[src/rtl/fetch_stage_dual_pkg.sv]
// Shared types and constants for the dual-issue fetch stage.
package fetch_stage_dual_pkg;

  localparam logic [31:0] RESET_PC_DEFAULT = 32'hBFC0_0000;

  // One fetched instruction together with the address it was read from.
  typedef struct packed {
    logic [31:0] pc;
    logic [31:0] instr;
  } fetch_entry_t;

  // Decode can take at most two per cycle; a request of 3 is treated as 2.
  function automatic logic [1:0] sat_deq(input logic [1:0] req);
    return (req == 2'd3) ? 2'd2 : req;
  endfunction

endpackage

[src/rtl/fetch_queue.sv]
// Two-in / two-out circular fetch queue with zero-latency head read and flush.
module fetch_queue
  import fetch_stage_dual_pkg::*;
#(
  parameter int unsigned QDEPTH = 4
) (
  input  logic                      clk,
  input  logic                      rst,
  input  logic                      flush,
  input  logic                      push,
  input  fetch_entry_t              push0_i,
  input  fetch_entry_t              push1_i,
  input  logic [1:0]                deq_cnt_i,
  output logic [$clog2(QDEPTH):0]   count_o,
  output logic                      valid0_o,
  output logic                      valid1_o,
  output fetch_entry_t              head0_o,
  output fetch_entry_t              head1_o
);

  localparam int unsigned PW = $clog2(QDEPTH);
  localparam int unsigned CW = PW + 1;

  logic [PW-1:0] head_q, head_d;
  logic [PW-1:0] tail_q, tail_d;
  logic [CW-1:0] count_q, count_d;
  fetch_entry_t  mem_q [QDEPTH];
  fetch_entry_t  mem_d [QDEPTH];

  logic [CW-1:0] req_deq;
  logic [CW-1:0] eff_deq;
  logic [CW-1:0] push_cnt;

  // Clamp the dequeue request to what the queue actually holds.
  always_comb begin
    req_deq  = CW'(sat_deq(deq_cnt_i));
    eff_deq  = (req_deq > count_q) ? count_q : req_deq;
    push_cnt = push ? CW'(2) : '0;
  end

  // Pointer, occupancy and storage next-state; flush empties the queue.
  always_comb begin
    head_d  = head_q;
    tail_d  = tail_q;
    count_d = count_q;
    mem_d   = mem_q;
    if (flush) begin
      head_d  = '0;
      tail_d  = '0;
      count_d = '0;
    end else begin
      // Dequeue and push coexist: the push lands at the tail while the
      // head advances, so order is preserved without any special case.
      head_d  = head_q + PW'(eff_deq);
      count_d = count_q - eff_deq + push_cnt;
      if (push) begin
        mem_d[tail_q]          = push0_i;
        mem_d[tail_q + PW'(1)] = push1_i;
        tail_d                 = tail_q + PW'(2);
      end
    end
  end

  // Control state register with synchronous reset.
  always_ff @(posedge clk) begin
    if (rst) begin
      head_q  <= '0;
      tail_q  <= '0;
      count_q <= '0;
    end else begin
      head_q  <= head_d;
      tail_q  <= tail_d;
      count_q <= count_d;
    end
  end

  // Payload storage; contents are qualified by count, so no reset needed.
  always_ff @(posedge clk) begin
    mem_q <= mem_d;
  end

  // Head and head+1 are read straight from storage.
  always_comb begin
    head0_o  = mem_q[head_q];
    head1_o  = mem_q[head_q + PW'(1)];
    valid0_o = (count_q != '0);
    valid1_o = (count_q >= CW'(2));
    count_o  = count_q;
  end

endmodule

[src/rtl/fetch_stage_dual.sv]
// Dual-wide instruction fetch: PC register, fetch/redirect control, fetch queue.
module fetch_stage_dual
  import fetch_stage_dual_pkg::*;
#(
  parameter logic [31:0] RESET_PC = RESET_PC_DEFAULT,
  parameter int unsigned QDEPTH   = 4
) (
  input  logic        clk,
  input  logic        rst,
  output logic [31:0] addr0_o,
  output logic [31:0] addr1_o,
  input  logic [31:0] instr0_i,
  input  logic [31:0] instr1_i,
  input  logic        redirect_i,
  input  logic [31:0] target_i,
  input  logic [1:0]  deq_cnt_i,
  output logic        valid0_o,
  output logic        valid1_o,
  output logic [31:0] instr0_o,
  output logic [31:0] instr1_o,
  output logic [31:0] pc0_o,
  output logic [31:0] pc1_o
);

  localparam int unsigned CW = $clog2(QDEPTH) + 1;
  localparam logic [CW-1:0] FIRE_MAX = CW'(QDEPTH - 2);

  logic [31:0]   pc_q, pc_d;
  logic [CW-1:0] count;
  logic          fire;
  logic          flush;
  fetch_entry_t  push0, push1;
  fetch_entry_t  head0, head1;

  // Fetch only when two free slots are guaranteed before any dequeue.
  always_comb begin
    flush = redirect_i;
    fire  = !rst && !redirect_i && (count <= FIRE_MAX);
  end

  // Next PC: redirect beats fetch; pc wraps naturally at 2^32.
  always_comb begin
    pc_d = pc_q;
    if (redirect_i) begin
      pc_d = {target_i[31:2], 2'b00};
    end else if (fire) begin
      pc_d = pc_q + 32'd8;
    end
  end

  // PC register with synchronous reset.
  always_ff @(posedge clk) begin
    if (rst) begin
      pc_q <= RESET_PC;
    end else begin
      pc_q <= pc_d;
    end
  end

  // Fetch addresses and the pair of entries offered to the queue.
  always_comb begin
    addr0_o     = pc_q;
    addr1_o     = pc_q + 32'd4;
    push0.pc    = pc_q;
    push0.instr = instr0_i;
    push1.pc    = pc_q + 32'd4;
    push1.instr = instr1_i;
  end

  fetch_queue #(
    .QDEPTH (QDEPTH)
  ) u_queue (
    .clk       (clk),
    .rst       (rst),
    .flush     (flush),
    .push      (fire),
    .push0_i   (push0),
    .push1_i   (push1),
    .deq_cnt_i (deq_cnt_i),
    .count_o   (count),
    .valid0_o  (valid0_o),
    .valid1_o  (valid1_o),
    .head0_o   (head0),
    .head1_o   (head1)
  );

  // Unpack queue head entries onto the decode-facing ports.
  always_comb begin
    instr0_o = head0.instr;
    instr1_o = head1.instr;
    pc0_o    = head0.pc;
    pc1_o    = head1.pc;
  end

endmodule

[config.mk]
export PLATFORM = sky130hd
export DESIGN_NAME = fetch_stage_dual
export DESIGN_NICKNAME = d
export VERILOG_FILES = /design/src/rtl/fetch_stage_dual_pkg.sv /design/src/rtl/fetch_queue.sv /design/src/rtl/fetch_stage_dual.sv
export SDC_FILE = /design/constraint.sdc
export NUM_CORES = 1
export LEC_CHECK = 0
export BUFFER_PORTS_ARGS = -buffer_cell sky130_fd_sc_hd__buf_2
export CORE_MARGIN = 2
export CORE_UTILIZATION = 59
export CTS_CLUSTER_SIZE = 30
export DETAILED_ROUTE_END_ITERATION = 8
export PLACE_DENSITY = 0.85
export SYNTH_ARGS = -nofsm -noshare
export SYNTH_HDL_FRONTEND = slang
export SYNTH_SLANG_ARGS = --single-unit
export TNS_END_PERCENT = 100
[constraint.sdc]
create_clock -name clk -period 11.3 [get_ports clk]
set_clock_uncertainty 0.2 [all_clocks]
set_input_delay 0.565 -clock clk [delete_from_list [all_inputs] [get_ports clk]]
set_output_delay 0.565 -clock clk [all_outputs]
set_load 0.01 [all_outputs]
==> impl_metrics.csv, run 1 <==
group,metric,value,unit
outcome,status,"finished, final reports clean",
route,first_pass_iters,5,
layout,finish.utilization,71.7,%
clock_tree,cts_max_level,1,
layout,syn_to_final_growth,20.3,%
grt,grt_pass1_wl,51300,um
clock_tree,post-cts-setup-buffer-count,0,
timing,relSlewSlack,25.4,%
placement,port_buffers,284,
synth,syn_area_per_cell,15.3,sq um
route,antenna_left,0,
worst_setup_path,path_max_fanout,11,
timing,tns,0,ns
clock_tree,holdBufCountCts,21,
worst_setup_path,cp-start-kind,"flip-flop",
route,maxUsedRoutingLayer,"met5",
timing,rsz0062_at_grt,"false",
route,wl_per_cell,22.4,um
die,initial_core_util,59.6,%
layout,fillers,1534,
route,drc,0,
grt,grt_max_degree,82,
die,core_area,23300,sq um
worst_setup_path,end_kind,"output port",
clock_tree,clk_pin_slew,0.06,ns
worst_setup_path,reg2reg_from,"u_queue.count_o[0]",
pwr,p_leak,6.06,nW
flow_run,cap_violations,0,
route,dr_wl_met3,3740,um
timing,fin_crit_sh,34.3,%
clock_tree,insertion_delay,0.55,ns
route,wl,34400,um
layout,drive_gt1_share,39.3,%
timing,max_freq,0.258,GHz
clock_tree,cts_num_sinks,284,
timing,worst_slack,7.42,ns
timing,slew_violations,0,
clock_tree,root_buffer,"clkbuf_16",
clock_tree,numCtsBuffers,31,
grt,antenna_found_initial,9,
timing,finalHoldViolations,0,
clock_tree,clockBufferDepth,3,
worst_setup_path,cp-startpoint,"addr0_o[3]",
grt,grt_pass1_vias,9119,
pwr,pwr_density_cell,179,nW/um^2
synth,synth_top_flop_cell,"edfxtp_1",
synth,async_flop_share,0,%
pwr,ir_drop,0.125,mV
die,die_area,24800,sq um
die,io_pins,295,
synth,syn_area,13900,sq um
synth,ys_seq_area_share,58.9,%
worst_setup_path,cp.arrival,3.11,ns
layout,layout_commonest_cell,"buf_2",
grt,grtUsageTotal,27.1,%
pwr,totalPowerFinal,0.00299,W
synth,synth_cell_types,47,
route,wl_met2,17300,um
clock_tree,ctsResizeCount,0,
clock_tree,cts_tree,"built",
die,num_rows,56,
placement,post-dp-hpwl,22400,um
layout,seqCellArea,8180,sq um
timing,setup_violations,0,
synth,synth_edf_count,248,
layout,layout.nets,1296,
die,die_h,157,um
route,vias_per_cell,6.04,
layout,final_cell_mix,"buf_2 (284), edfxtp_1 (248), mux4_2 (124)",
timing,period_minus_slack,3.88,ns
worst_setup_path,worstPathRequired,10.54,ns
timing,worst_pin_slew,1.12,ns
grt,gr-total-overflow,0,
hold_path,hp-start,"instr0_i[15]",
synth,syn_inst,906,
worst_setup_path,crit_type,"flip-flop to output port",
route,vias,9291,
route,drt-initial-drc-count,914,
placement,pre_cts_ws,7.43,ns
placement,gp_congestion,0.884,
die,die_x,157,um
synth,yosys_warnings,0,
timing,hold_slack,0.0189,ns
route,met1Wirelength,12400,um
synth,ys_ff_latch,284,
hold_path,hold_class,"primary input to flip-flop",
layout,multi_input_area,5260,sq um
==> routing by layer <==
| layer | vias to the layer above | track usage, % |
|---|---|---|
| li1 | 4038 | - |
| met1 | 4604 | 34.3 |
| met2 | 558 | 46.2 |
| met3 | 85 | 7.21 |
| met4 | 6 | 8.35 |
| met5 | - | 0 |
==> per-stage QoR <==
step,std cells,area (sq um)
2_1_floorplan,913,13900
3_3_place_gp,1451,15500
3_5_place_dp,1451,15500
4_1_cts,1529,16700
5_1_grt,1534,16700
6_report,1537,16700
==> critical path, cell delays in order (launching register included) <==
cell	delay [ns]
dfxtp_1	0.62
ha_1	0.44
inv_1	0.12
nor4_2	0.59
nand3_1	0.29
xor2_1	0.30
inv_1	0.06
buf_2	0.14
==> logic make-up after synthesis <==
| family | Yosys count | synth area share (%) |
|---|---|---|
| AOI/OAI and AO/OA | 38 | 2.05 |
| xor gates and xnor gates | 52 | 3.28 |
| adders and majority gates | 8 | 0.776 |
| buffers and inverters | 111 | 3.47 |
| DFF | 284 | 58.9 |
| muxes | 132 | 20.7 |
| other | 1 | 0.0270 |
| and+or+nand+nor | 280 | 10.8 |
==> report_power, final <==
part	switching [W]	internal [W]	leakage [nW]
sequential	0.0000989	0.00127	2.60
clock	0.000397	0.000569	0.475
combinational	0.000347	0.000314	2.99
total	0.000843	0.00215	6.06
==> worst paths after layout <==
check	to	slack, ns	cells after the start
setup / recovery	addr1_o[28]	7.42	7
hold / removal	u_queue.mem_q[79]	0.02	1
setup reg to reg	u_queue.mem_q[38]	7.88	3
hold reg to reg	u_queue.mem_q[250]	0.35	0
==> layout make-up <==
cell class	count	share of cell area (%)
inverter	37	0.832
sequential	284	49.0
multi-input combinational	518	31.5
clock buffer	42	5.08
timing repair buffer	315	10.2
tap	319	2.39
antenna	7	0.105
clock inverter	15	0.817
==> cell usage after synthesis (11+ instances only) <==
cell type,number,area (sq um)
buf_2,23,115
nor3_1,11,55.1
nand3_1,24,120
nor2b_1,64,400
xnor2_1,33,289
inv_1,36,135
clkbuf_1,35,131
nand2_1,29,109
mux4_2,124,2790
edfxtp_1,248,7450
xor2_1,19,166
dfxtp_1,36,721
and2_1,38,238
nor2_1,68,255
nand4_1,17,106
==> state kept, by name, summed over array words and instances (netlist names) <==
signal / flops
u_queue.head_q: 2
u_queue.mem_q: 248
addr0_o: 30
u_queue.count_o: 3
u_queue.tail_q: 1
Power figures use the tool's default switching activity.
==> inputs of run 2 (changes only) <==
--- a/config.mk
+++ b/config.mk
@@ -5,12 +5,13 @@
 export SDC_FILE = /design/constraint.sdc
 export NUM_CORES = 1
 export LEC_CHECK = 0
+export ABC_AREA = 1
 export BUFFER_PORTS_ARGS = -buffer_cell sky130_fd_sc_hd__buf_2
 export CORE_MARGIN = 2
-export CORE_UTILIZATION = 59
+export CORE_UTILIZATION = 56
 export CTS_CLUSTER_SIZE = 30
 export DETAILED_ROUTE_END_ITERATION = 8
-export PLACE_DENSITY = 0.85
+export PLACE_DENSITY = 0.81
 export SYNTH_ARGS = -nofsm -noshare
 export SYNTH_HDL_FRONTEND = slang
 export SYNTH_SLANG_ARGS = --single-unit
==> constraint.sdc (replaced) <==
create_clock -name clk -period 3.6 [get_ports clk]
set_clock_uncertainty 0.2 [all_clocks]
set_input_delay 0.18 -clock clk [delete_from_list [all_inputs] [get_ports clk]]
set_output_delay 0.18 -clock clk [all_outputs]
set_load 0.01 [all_outputs]
==> impl_metrics.csv, run 2 <==
group,metric,value,unit
clock_tree,post-cts-setup-buffer-count,0,
route,drt-initial-drc-count,1644,
clock_tree,cts_tree,"built",
worst_setup_path,cp-start-kind,"flip-flop",
layout,instances_no_fill,2433,
worst_setup_path,end_kind,"output port",
grt,grt_pass1_wl,69800,um
layout,fillers,1869,
layout,drive_gt1_share,18.8,%
pwr,intPower,0.00693,W
synth,syn_area_per_cell,8.58,sq um
timing,finalHoldViolations,0,
worst_setup_path,worstPathRequired,3.22,ns
synth,synth_edf_count,248,
synth,ys_ff_latch,284,
layout,largest_reg_flops,248,
grt,antenna_found_initial,0,
synth,synthAdderAreaFrac,0.729,%
clock_tree,cts_num_sinks,284,
placement,post-dp-hpwl,28000,um
synth,yosys_warnings,0,
synth,synth-xor-area-share,1.84,%
placement,port_buffers,284,
worst_setup_path,cp.arrival,2.74,ns
timing,slew_violations,0,
route,vias_per_cell,5.81,
synth,ys_top_cells_by_count,"nor2_1 (338), edfxtp_1 (248), nand2_1 (207)",
pwr,p_leak,8.13,nW
timing,worst_pin_slew,1.13,ns
synth,syn_inst,1722,
route,wl,45600,um
layout,multi_input_area,5380,sq um
synth,synth-simple-area-share,17.7,%
die,num_rows,59,
route,first_pass_iters,5,
synth,synth_top_flop_cell,"edfxtp_1",
pwr,power.switching,0.00382,W
placement,dp_cells,2258,
die,initial_core_util,56.8,%
pwr,combPwrFrac,33.4,%
route,vias,14100,
synth,synth_most_common_cell,"nor2_1",
timing,relSlewSlack,24.4,%
synth,synth_top_family_by_area,"simple AND/OR/NAND/NOR gates",
hold_path,hp-start,"deq_cnt_i[0]",
layout,diodes,0,
timing,fin_crit_sh,86.7,%
die,io_pins,295,
clock_tree,cts_max_level,1,
worst_setup_path,path_max_fanout,51,
layout,seqCellArea,8180,sq um
pwr,switching_share,35.5,%
clock_tree,holdBufCountCts,119,
synth,async_flop_share,0,%
route,antenna_left,0,
grt,grt_pass1_vias,13700,
pwr,p_clk_share,28.9,%
timing,hold_slack,0.0473,ns
worst_setup_path,reg2reg_from,"addr0_o[6]",
clock_tree,insertion_delay,0.56,ns
pwr,power_frac_seq,37.7,%
outcome,status,"finished, final reports clean",
timing,setup_violations,0,
timing,period_minus_slack,3.12,ns
grt,grt_max_degree,115,
grt,gr-total-overflow,0,
die,die_h,166,um
timing,max_freq,0.320,GHz
route,wl_per_cell,18.7,um
timing,rsz0062_at_grt,"false",
layout,layout.nets,2183,
clock_tree,clockBufferDepth,3,
synth,synthMuxAreaShare,0,%
layout,layout_commonest_cell,"nor2_1",
clock_tree,ctsResizeCount,0,
clock_tree,numCtsBuffers,30,
hold_path,hold_class,"primary input to flip-flop",
placement,gp_congestion,0.934,
worst_setup_path,cp-startpoint,"u_queue.head_q[1]",
layout,syn_to_final_growth,26.2,%
synth,synth.top_cell.area_share,50.4,%
flow_run,cap_violations,0,
pwr,pwr_density_cell,577,nW/um^2
die,core_area,26000,sq um
timing,tns,0,ns
synth,syn_area,14800,sq um
die,die_x,166,um
synth,ys_seq_area_share,55.3,%
synth,synth_cell_types,41,
pwr,ir_drop,0.374,mV
synth,ys_top_cells_by_area,"edfxtp_1 (50%), nor2_1 (8.6%), o21ai_0 (6.9%)",
layout,max_flop_register,"u_queue.mem_q",
worst_setup_path,crit_type,"flip-flop to output port",
grt,grtUsageTotal,31.2,%
clock_tree,root_buffer,"clkbuf_16",
layout,final_cell_mix,"nor2_1 (335), buf_2 (284), edfxtp_1 (248)",
synth,synth_compound_area_share,15.8,%
clock_tree,clk_pin_slew,0.06,ns
synth,synth.largest_area_cell,"edfxtp_1",
die,die_area,27700,sq um
route,drc,0,
-- run 2: area by class of cell --
class	count	share of cell area [%]
clock buffers	40	4.45
clock inverters	16	0.880
inverters	206	4.17
multi-input cells	1122	28.9
flip-flops and latches	284	43.9
well taps	335	2.25
repair buffers	430	15.5
-- run 2: kinds of logic (layout without fill, tap and decap cells) --
logic type	after synthesis	in the layout
simple gates	634	634
compound gates	441	441
buf+inv	323	692
flops	284	284
xor+xnor	31	31
fa+ha+maj	8	8
other cells	1	8
-- run 2: metal layers --
| layer | share of wire [%] | up-vias | global-route usage, % |
|---|---|---|---|
| met5 | 0 | - | 0 |
| met4 | 3.6 | 0 | 12.1 |
| met3 | 9.5 | 122 | 4.36 |
| met2 | 50 | 878 | 54.8 |
| met1 | 37 | 6679 | 39.1 |
| li1 | - | 6456 | - |
-- run 2: worst max-delay path, cell delays in order (launching register included) --
cell      delay (ns)
dfxtp_2         0.39
clkinv_2        0.58
buf_4           0.47
a21oi_1         0.15
a21oi_1         0.06
o21ai_0         0.32
buf_2           0.19
-- run 2: power by group through the flow --
stage               combinational (W)  clock (W)  sequential [W]
floorplan                     0.00203          0         0.00405
CTS                           0.00351    0.00311         0.00404
finish                        0.00359    0.00311         0.00405
detailed placement            0.00338          0         0.00411
global placement              0.00327          0         0.00409
global route                  0.00386    0.00326         0.00407
-- run 2: path summary, 6_finish.rpt --
| check | end | slack [ns] | depth (start not counted) |
|---|---|---|---|
| min | u_queue.count_o[0] | 0.05 | 5 |
| min reg2reg | u_queue.mem_q[110] | 0.38 | 0 |
| max reg2reg | addr0_o[8] | 0.65 | 8 |
| max | instr1_o[25] | 0.48 | 6 |
-- run 2: metrics by stage --
stage	setup WS, ns	power (W)	util (%)	area (sq um)
3_3_place_gp	0.789	0.00736	63.3	16400
6_report	0.479	0.0108	71.7	18600
4_1_cts	0.553	0.0107	71.7	18600
2_1_floorplan	-1.15	0.00608	-	14800
3_5_place_dp	0.679	0.00749	63.3	16400
5_1_grt	0.372	0.0112	71.7	18600
